## config.mk

```make
export PLATFORM = sky130hd
export DESIGN_NAME = bp_fe_queue_buffer
export DESIGN_NICKNAME = d
export VERILOG_FILES = /design/src/rtl/bp_fe_queue_buffer.sv
export SDC_FILE = /design/constraint.sdc
export NUM_CORES = 1
export LEC_CHECK = 0
export CORE_UTILIZATION = 50
export CTS_BUF_LIST = sky130_fd_sc_hd__clkbuf_2
export DETAILED_ROUTE_END_ITERATION = 10
export PLACE_DENSITY = 0.69
export SLEW_MARGIN = 10
export SYNTH_ARGS = -nofsm -noshare
export SYNTH_HDL_FRONTEND = slang
export SYNTH_SLANG_ARGS = --single-unit
```

## constraint.sdc

```tcl
create_clock -name clk_i -period 12.6 [get_ports clk_i]
set_input_delay 2.52 -clock clk_i [delete_from_list [all_inputs] [get_ports clk_i]]
set_output_delay 2.52 -clock clk_i [all_outputs]
set_load 0.02 [all_outputs]
```

## src/rtl/bp_fe_queue_buffer.sv

```systemverilog
// bp_fe_queue_buffer
// Replayable buffer between the front end and the checker. Entries live
// between the commit pointer and the write pointer; the read pointer runs
// ahead of commit speculatively and can be rolled back to it.
//
// Parameters:
//   els_p    entry count (power of two, >= 2)
//   width_p  entry width in bits
// Ports:
//   clk_i            clock, rising edge
//   reset_n_i        asynchronous active-low reset
//   enq_data_i       entry from the front end
//   enq_v_i          enq_data_i valid
//   enq_ready_o      buffer can accept an entry
//   fe_queue_o       entry at the read pointer
//   fe_queue_v_o     fe_queue_o valid
//   fe_queue_yumi_i  checker consumes fe_queue_o
//   fe_queue_clr_i   discard all unread entries
//   fe_queue_roll_i  replay from the oldest uncommitted entry
//   fe_queue_deq_i   commit all read entries
// Configuration:
//   BP_FE_QUEUE_BUFFER_BYPASS_EN  when defined, an entry arriving at an empty
//   read side is presented on fe_queue_o in the same cycle.

module bp_fe_queue_buffer #(
  parameter int els_p   = 8,
  parameter int width_p = 128
) (
  input  logic               clk_i,
  input  logic               reset_n_i,
  input  logic [width_p-1:0] enq_data_i,
  input  logic               enq_v_i,
  output logic               enq_ready_o,
  output logic [width_p-1:0] fe_queue_o,
  output logic               fe_queue_v_o,
  input  logic               fe_queue_yumi_i,
  input  logic               fe_queue_clr_i,
  input  logic               fe_queue_roll_i,
  input  logic               fe_queue_deq_i
);

  localparam int lg_els_lp = $clog2(els_p);
  localparam int ptr_w_lp  = lg_els_lp + 1;

  logic [ptr_w_lp-1:0] wptr_r, rptr_r, cptr_r;
  logic [ptr_w_lp-1:0] wptr_n, rptr_n, cptr_n;
  logic [ptr_w_lp-1:0] occupancy;
  logic [width_p-1:0]  mem [els_p];
  logic                rd_empty;
  logic                enq_fire;
  logic                yumi_fire;

  // Occupancy counts committed-to-written entries; the wrap bit makes a
  // full buffer (difference == els_p) distinct from an empty one.
  assign occupancy   = wptr_r - cptr_r;
  assign enq_ready_o = (occupancy != ptr_w_lp'(els_p));
  assign rd_empty    = (rptr_r == wptr_r);

`ifdef BP_FE_QUEUE_BUFFER_BYPASS_EN
  assign fe_queue_v_o = rd_empty ? (enq_v_i & enq_ready_o) : 1'b1;
  assign fe_queue_o   = rd_empty ? enq_data_i : mem[rptr_r[lg_els_lp-1:0]];
`else
  assign fe_queue_v_o = ~rd_empty;
  assign fe_queue_o   = mem[rptr_r[lg_els_lp-1:0]];
`endif

  assign enq_fire  = enq_v_i & enq_ready_o & ~fe_queue_clr_i;
  assign yumi_fire = fe_queue_yumi_i & fe_queue_v_o & ~fe_queue_roll_i & ~fe_queue_clr_i;

  // Commit is applied first; roll and clr+roll then target the new cptr.
  always_comb begin
    cptr_n = fe_queue_deq_i ? rptr_r : cptr_r;
    rptr_n = rptr_r;
    wptr_n = wptr_r;

    if (fe_queue_roll_i) begin
      rptr_n = cptr_n;
    end else if (yumi_fire) begin
      rptr_n = rptr_r + ptr_w_lp'(1);
    end

    if (fe_queue_clr_i && fe_queue_roll_i) begin
      wptr_n = cptr_n;
    end else if (fe_queue_clr_i) begin
      // Entries already read stay around so a later roll can replay them.
      wptr_n = rptr_r;
    end else if (enq_fire) begin
      wptr_n = wptr_r + ptr_w_lp'(1);
    end
  end

  always_ff @(posedge clk_i or negedge reset_n_i) begin
    if (!reset_n_i) begin
      wptr_r <= '0;
      rptr_r <= '0;
      cptr_r <= '0;
    end else begin
      wptr_r <= wptr_n;
      rptr_r <= rptr_n;
      cptr_r <= cptr_n;
    end
  end

  always_ff @(posedge clk_i) begin
    if (enq_fire) begin
      mem[wptr_r[lg_els_lp-1:0]] <= enq_data_i;
    end
  end

  yumi_without_valid: assert property (@(posedge clk_i) disable iff (!reset_n_i)
    !(fe_queue_yumi_i && !fe_queue_v_o))
    else $error("fe_queue_yumi_i asserted while fe_queue_v_o is low");

endmodule
```

---- Word-level counts from Yosys, hierarchy flattened ----
Memory sizes are Yosys's and may differ from the RTL's.
Cells that the tools add are included.
word-level totals
  bits in registers ....................... 12
  RAM bits ................................ 1024
  input bits .............................. 135
  output and inout port bits .............. 130
  logic and storage cells ................. 28
  memories kept ........................... 1
operators by class
  add/sub/neg operators ................... 3
  equal/unequal tests ..................... 2
  muxes and demuxes ....................... 8
  bitwise logic cells ..................... 8
  reductions and logical operators ........ 3
memories
  memory  depth  bits a word  read ports  clocked after Yosys merged registers in  wr ports  RTL line  RTL
  mem     8      128          1           0                                        1         48        logic [width_p-1:0] mem [els_p];
operator list
  operator                                      number
  two-way mux 4 bit                             6
  adder 4 x 1 -> 4 bit, second input constant   2
  bitwise AND 1 bit                             5
  equality test 4 bit                           1
  inequality test 4 bit, second input constant  1
  subtractor 4 bit                              1
  inverter 1 bit                                3
  nonzero test 3 bit                            1
  two-way mux 1 bit                             2
  nonzero test 2 bit                            1
  logical AND 1 bit                             1

---- Logic depth before layout (Yosys ltp) ----
  depth after elaboration ................. 7
  gate-level depth with buffers ........... 8
  mapped depth without buffers ............ 7

---- Least setup slack after synthesis ----
Ideal clock, no wire load.
  path kind ............................... input-to-reg
  start point ............................. in fe_queue_clr_i
  end point ............................... mem mem[0][0] (enable)
  library setup time ...................... 0.772 ns
  arrival time ............................ 11.789 ns
  required time ........................... 11.828 ns
  setup slack ............................. 0.039 ns
  cell stages on the path ................. 3
  cells stage by stage .................... clkbuf_1 > or3_1 > nor3_1
on the way
  cells in the longest elaborated chain, start to end .. 4
ends and longest elaborated chain
  element                                  RTL line  RTL
  from (decl)                              37        input logic fe_queue_clr_i,
  inverter 1 bit                           67        assign enq_fire = enq_v_i & enq_ready_o & ~fe_queue_clr_i;
  bitwise AND 1 bit                        67
  two-way mux 1 bit                        105       if (enq_fire) begin
  two-way mux 1 bit (implied by the code)  106       mem[wptr_r[lg_els_lp-1:0]] <= enq_data_i;
  to (decl)                                48
Every way passes these cells.

---- Worst setup path after layout ----
  start point ............................. reg rptr_r[0]
  end point ............................... out fe_queue_o[112]
on the way
  cells in the longest elaborated chain, start to end .. 1
ends and longest elaborated chain
  element                 RTL line  RTL
  from (decl)             45        logic [ptr_w_lp-1:0] wptr_r, rptr_r, cptr_r;
  from (signal assigned)  99        rptr_r <= rptr_n;
  memory (8 x 128 bit)    -
  to (decl)               34        output logic [width_p-1:0] fe_queue_o,
Every way passes these cells.

==> impl_metrics.csv <==
group,metric,value,unit
clock_tree,cts_made_buffers,274,
yosys,netlist_instances,1575,
die,die_x,282,um
sta,worst_pin_slew,0.985,ns
drt,drt_iter0_drc,1274,
drt,ant_nets,0,
yosys,syn-num-nets,1715,
worst_setup_path,crit_path_end_kind,"output port",
yosys,yosysSeqAreaShare,79.1,%
drt,vias_per_cell,5.54,
sta,rsz0062_at_grt,"false",
yosys,syn_area,39300,um2
worst_setup_path,crit_required,10.08,ns
drt,wirelength,80000,um
global_routing,grt_pass1_wl,119000,um
final_layout,final_nets,2206,
yosys,ys.warnings.count,0,
clock_tree,ctsHoldBuffers,0,
clock_tree,cts_max_level,5,
clock_tree,worstSkewPairLatency,1.38,ns
placement,portBuffers,264,
die,pin_count,265,
worst_setup_path,critical_path.max_fanout,48,
sta,maxSlewViolCount,0,
clock_tree,clk_pin_slew_worst_paths,0.09,ns
pwr,ir_worst_vdd,0.170,mV
yosys,yosys.area.top_type_share,78.3,%
global_routing,antenna_found_initial,15,
drt,drt-pass1-iter-count,5,
outcome,run_status,"finished, final reports clean",
placement,dp_hpwl,41000,um
clock_tree,cts_buffer_depth,4,
die,die_h,282,um
clock_tree,cts_sinks,1036,
die,fp-row-count,102,
yosys,syn_area_per_cell,24.9,um2
worst_setup_path,critPathLaunchType,"flop",
clock_tree,root_buffer,"clkbuf_2",
global_routing,grt_max_degree,125,
final_layout,mostFrequentLayoutCells,"edfxtp_1, clkbuf_2, clkdlybuf4s50_1",
final_layout,final_common_cell,"edfxtp_1",
sta,period_needed,7.68,ns
yosys,synth.area.top_cells,"edfxtp_1, mux4_2, mux2_2, dfrtp_1, buf_6",
sta,finalSetupViolCount,0,
job,cap_violations,0,
worst_setup_path,cp.arrival,5.16,ns
sta,slew_headroom,34.4,%
hold_path,min_from,"cptr_r[2]",
worst_setup_path,startpoint,"rptr_r[0]",
final_layout,multi_input_area,7790,um2
hold_path,hp-class,"flop to flop",
final_layout,fillers,5721,
worst_setup_path,timing.rr.start,"wptr_r[0]",
final_layout,final_layout_size_suffix_gt1_share,37.2,%
final_layout,synthToLayoutAreaGrowth,15.3,%
yosys,synth_seq_cells,1036,
sta,fmax,0.130,GHz
drt,drcViolationCount,0,
worst_setup_path,path_class,"flop to output port",
sta,finalCritPeriodShare,61.0,%
clock_tree,tritoncts,"done",
global_routing,grt_pass1_vias,19900,
yosys,synth_cell_types,40,
die,dieArea,79700,um2
drt,vias,18100,
die,initial_core_util,50.6,%
drt,avgRoutedWirePerCell,24.5,um
final_layout,regArea,31100,um2
sta,skew,0.174,ns
pwr,power_density,208,nW/um2
pwr,leakagePower,0.0148,uW
die,fp.coreArea,77600,um2
yosys,yosys.area.top_type,"edfxtp_1",
clock_tree,cts_resized,0,
global_routing,grt_usage,20.5,%
placement,place.gp.congestion,0.726,
sta,hold_violations,0,
clock_tree,cts_setup_buffers,0,
global_routing,gr-total-overflow,0,
sta,fin_setup_tns,0,ns
pwr,power.total,9430,uW
final_layout,finalCoreUtilization,58.4,%
==> flip-flops by register name (all words and copies together) (netlist names) <==
signal / count
mem: 1024
cptr_r: 4
rptr_r: 4
wptr_r: 4
==> worst max-delay path, stage by stage (launching register included) <==
cell and delay (ns):
dfrtp_4 0.88, buf_4 0.84, buf_4 0.67, mux4_2 0.58
mux2_2 0.28, clkdlybuf4s50_1 0.59
==> worst paths after layout <==
kind	to	slack [ns]	cells after the start
setup / recovery	fe_queue_o[112]	4.92	5
hold / removal	cptr_r[2]	0.54	2
setup reg to reg	mem[7][119]	8.37	9
hold reg to reg	cptr_r[2]	0.54	2
max in group asynchronous	rptr_r[1]	10.55	1
min in group asynchronous	cptr_r[0]	1.54	1
==> layout make-up <==
class / instances / area share (%)
flip-flops and latches: 1036 / 68.6
multi-input cells: 456 / 17.2
repair buffers: 292 / 6.44
clock buffers: 381 / 4.21
well taps: 1040 / 2.87
clock inverters: 50 / 0.630
inverters: 6 / 0.0497
diodes: 6 / 0.0331
==> logic make-up (layout without fill, tap and decap cells) <==
group / after synthesis / after routing / share of synthesized area, %
other cells: 0 / 6 / 0
xor+xnor: 10 / 10 / 0.223
compound gates: 17 / 17 / 0.350
mux: 391 / 391 / 18.5
simple gates: 33 / 33 / 0.430
buf+inv: 83 / 729 / 1.25
fa+ha+maj: 5 / 5 / 0.159
flops: 1036 / 1036 / 79.1
==> Yosys cell counts <==
master	n
xor2_1	3
clkbuf_2	1
mux4_2	256
a21boi_0	1
o21a_1	1
nor2b_1	1
a21boi_1	2
nand2_1	6
o41ai_4	1
mux2i_1	5
nand3_1	3
or3_1	1
nor2_1	8
nor3b_1	1
nand3b_1	2
o21ai_0	3
inv_1	6
nand4_1	2
buf_6	21
o311ai_1	1
mux2_2	130
ha_1	5
nor3_1	3
nand2b_1	2
a21oi_1	3
buf_2	14
dfrtp_1	12
o211ai_1	2
buf_1	21
or2_2	1
o31a_1	1
clkbuf_1	19
buf_4	1
or2_0	1
and3_1	1
edfxtp_1	1024
or4_1	1
o21ai_2	1
a41oi_1	1
xnor2_1	7
==> metrics by stage <==
step | setup WS, ns | std cells | instance area [um2] | hold slack [ns]
6_report | 4.92 | 3267 | 45300 | 0.540
5_1_grt | 4.40 | 3267 | 45300 | 0.574
4_1_cts | 4.58 | 3261 | 45300 | 0.539
3_5_place_dp | 6.05 | 2830 | 43100 | 0.508
3_3_place_gp | 6.06 | 2830 | 43100 | 0.504
2_1_floorplan | 0.0393 | 1575 | 39300 | 0.471
==> power by group <==
| group | switching [uW] | total (uW) | internal (uW) | leakage (uW) |
|---|---|---|---|---|
| clock network | 1250 | 2110 | 863 | 0.00173 |
| registers | 147 | 4240 | 4100 | 0.00938 |
| logic | 1530 | 3070 | 1540 | 0.00365 |
| total | 2930 | 9430 | 6500 | 0.0148 |
==> metal layers <==
layer  up-vias  GRT usage [%]  share of wire (%)
met3       119           5.72                6.1
met4        16           8.23                1.9
li1       7906              -                  -
met5         -              0               0.15
met1      9488           26.0                 40
met2       555           33.8                 51
Note: power is estimated with default switching activity, not from simulation.
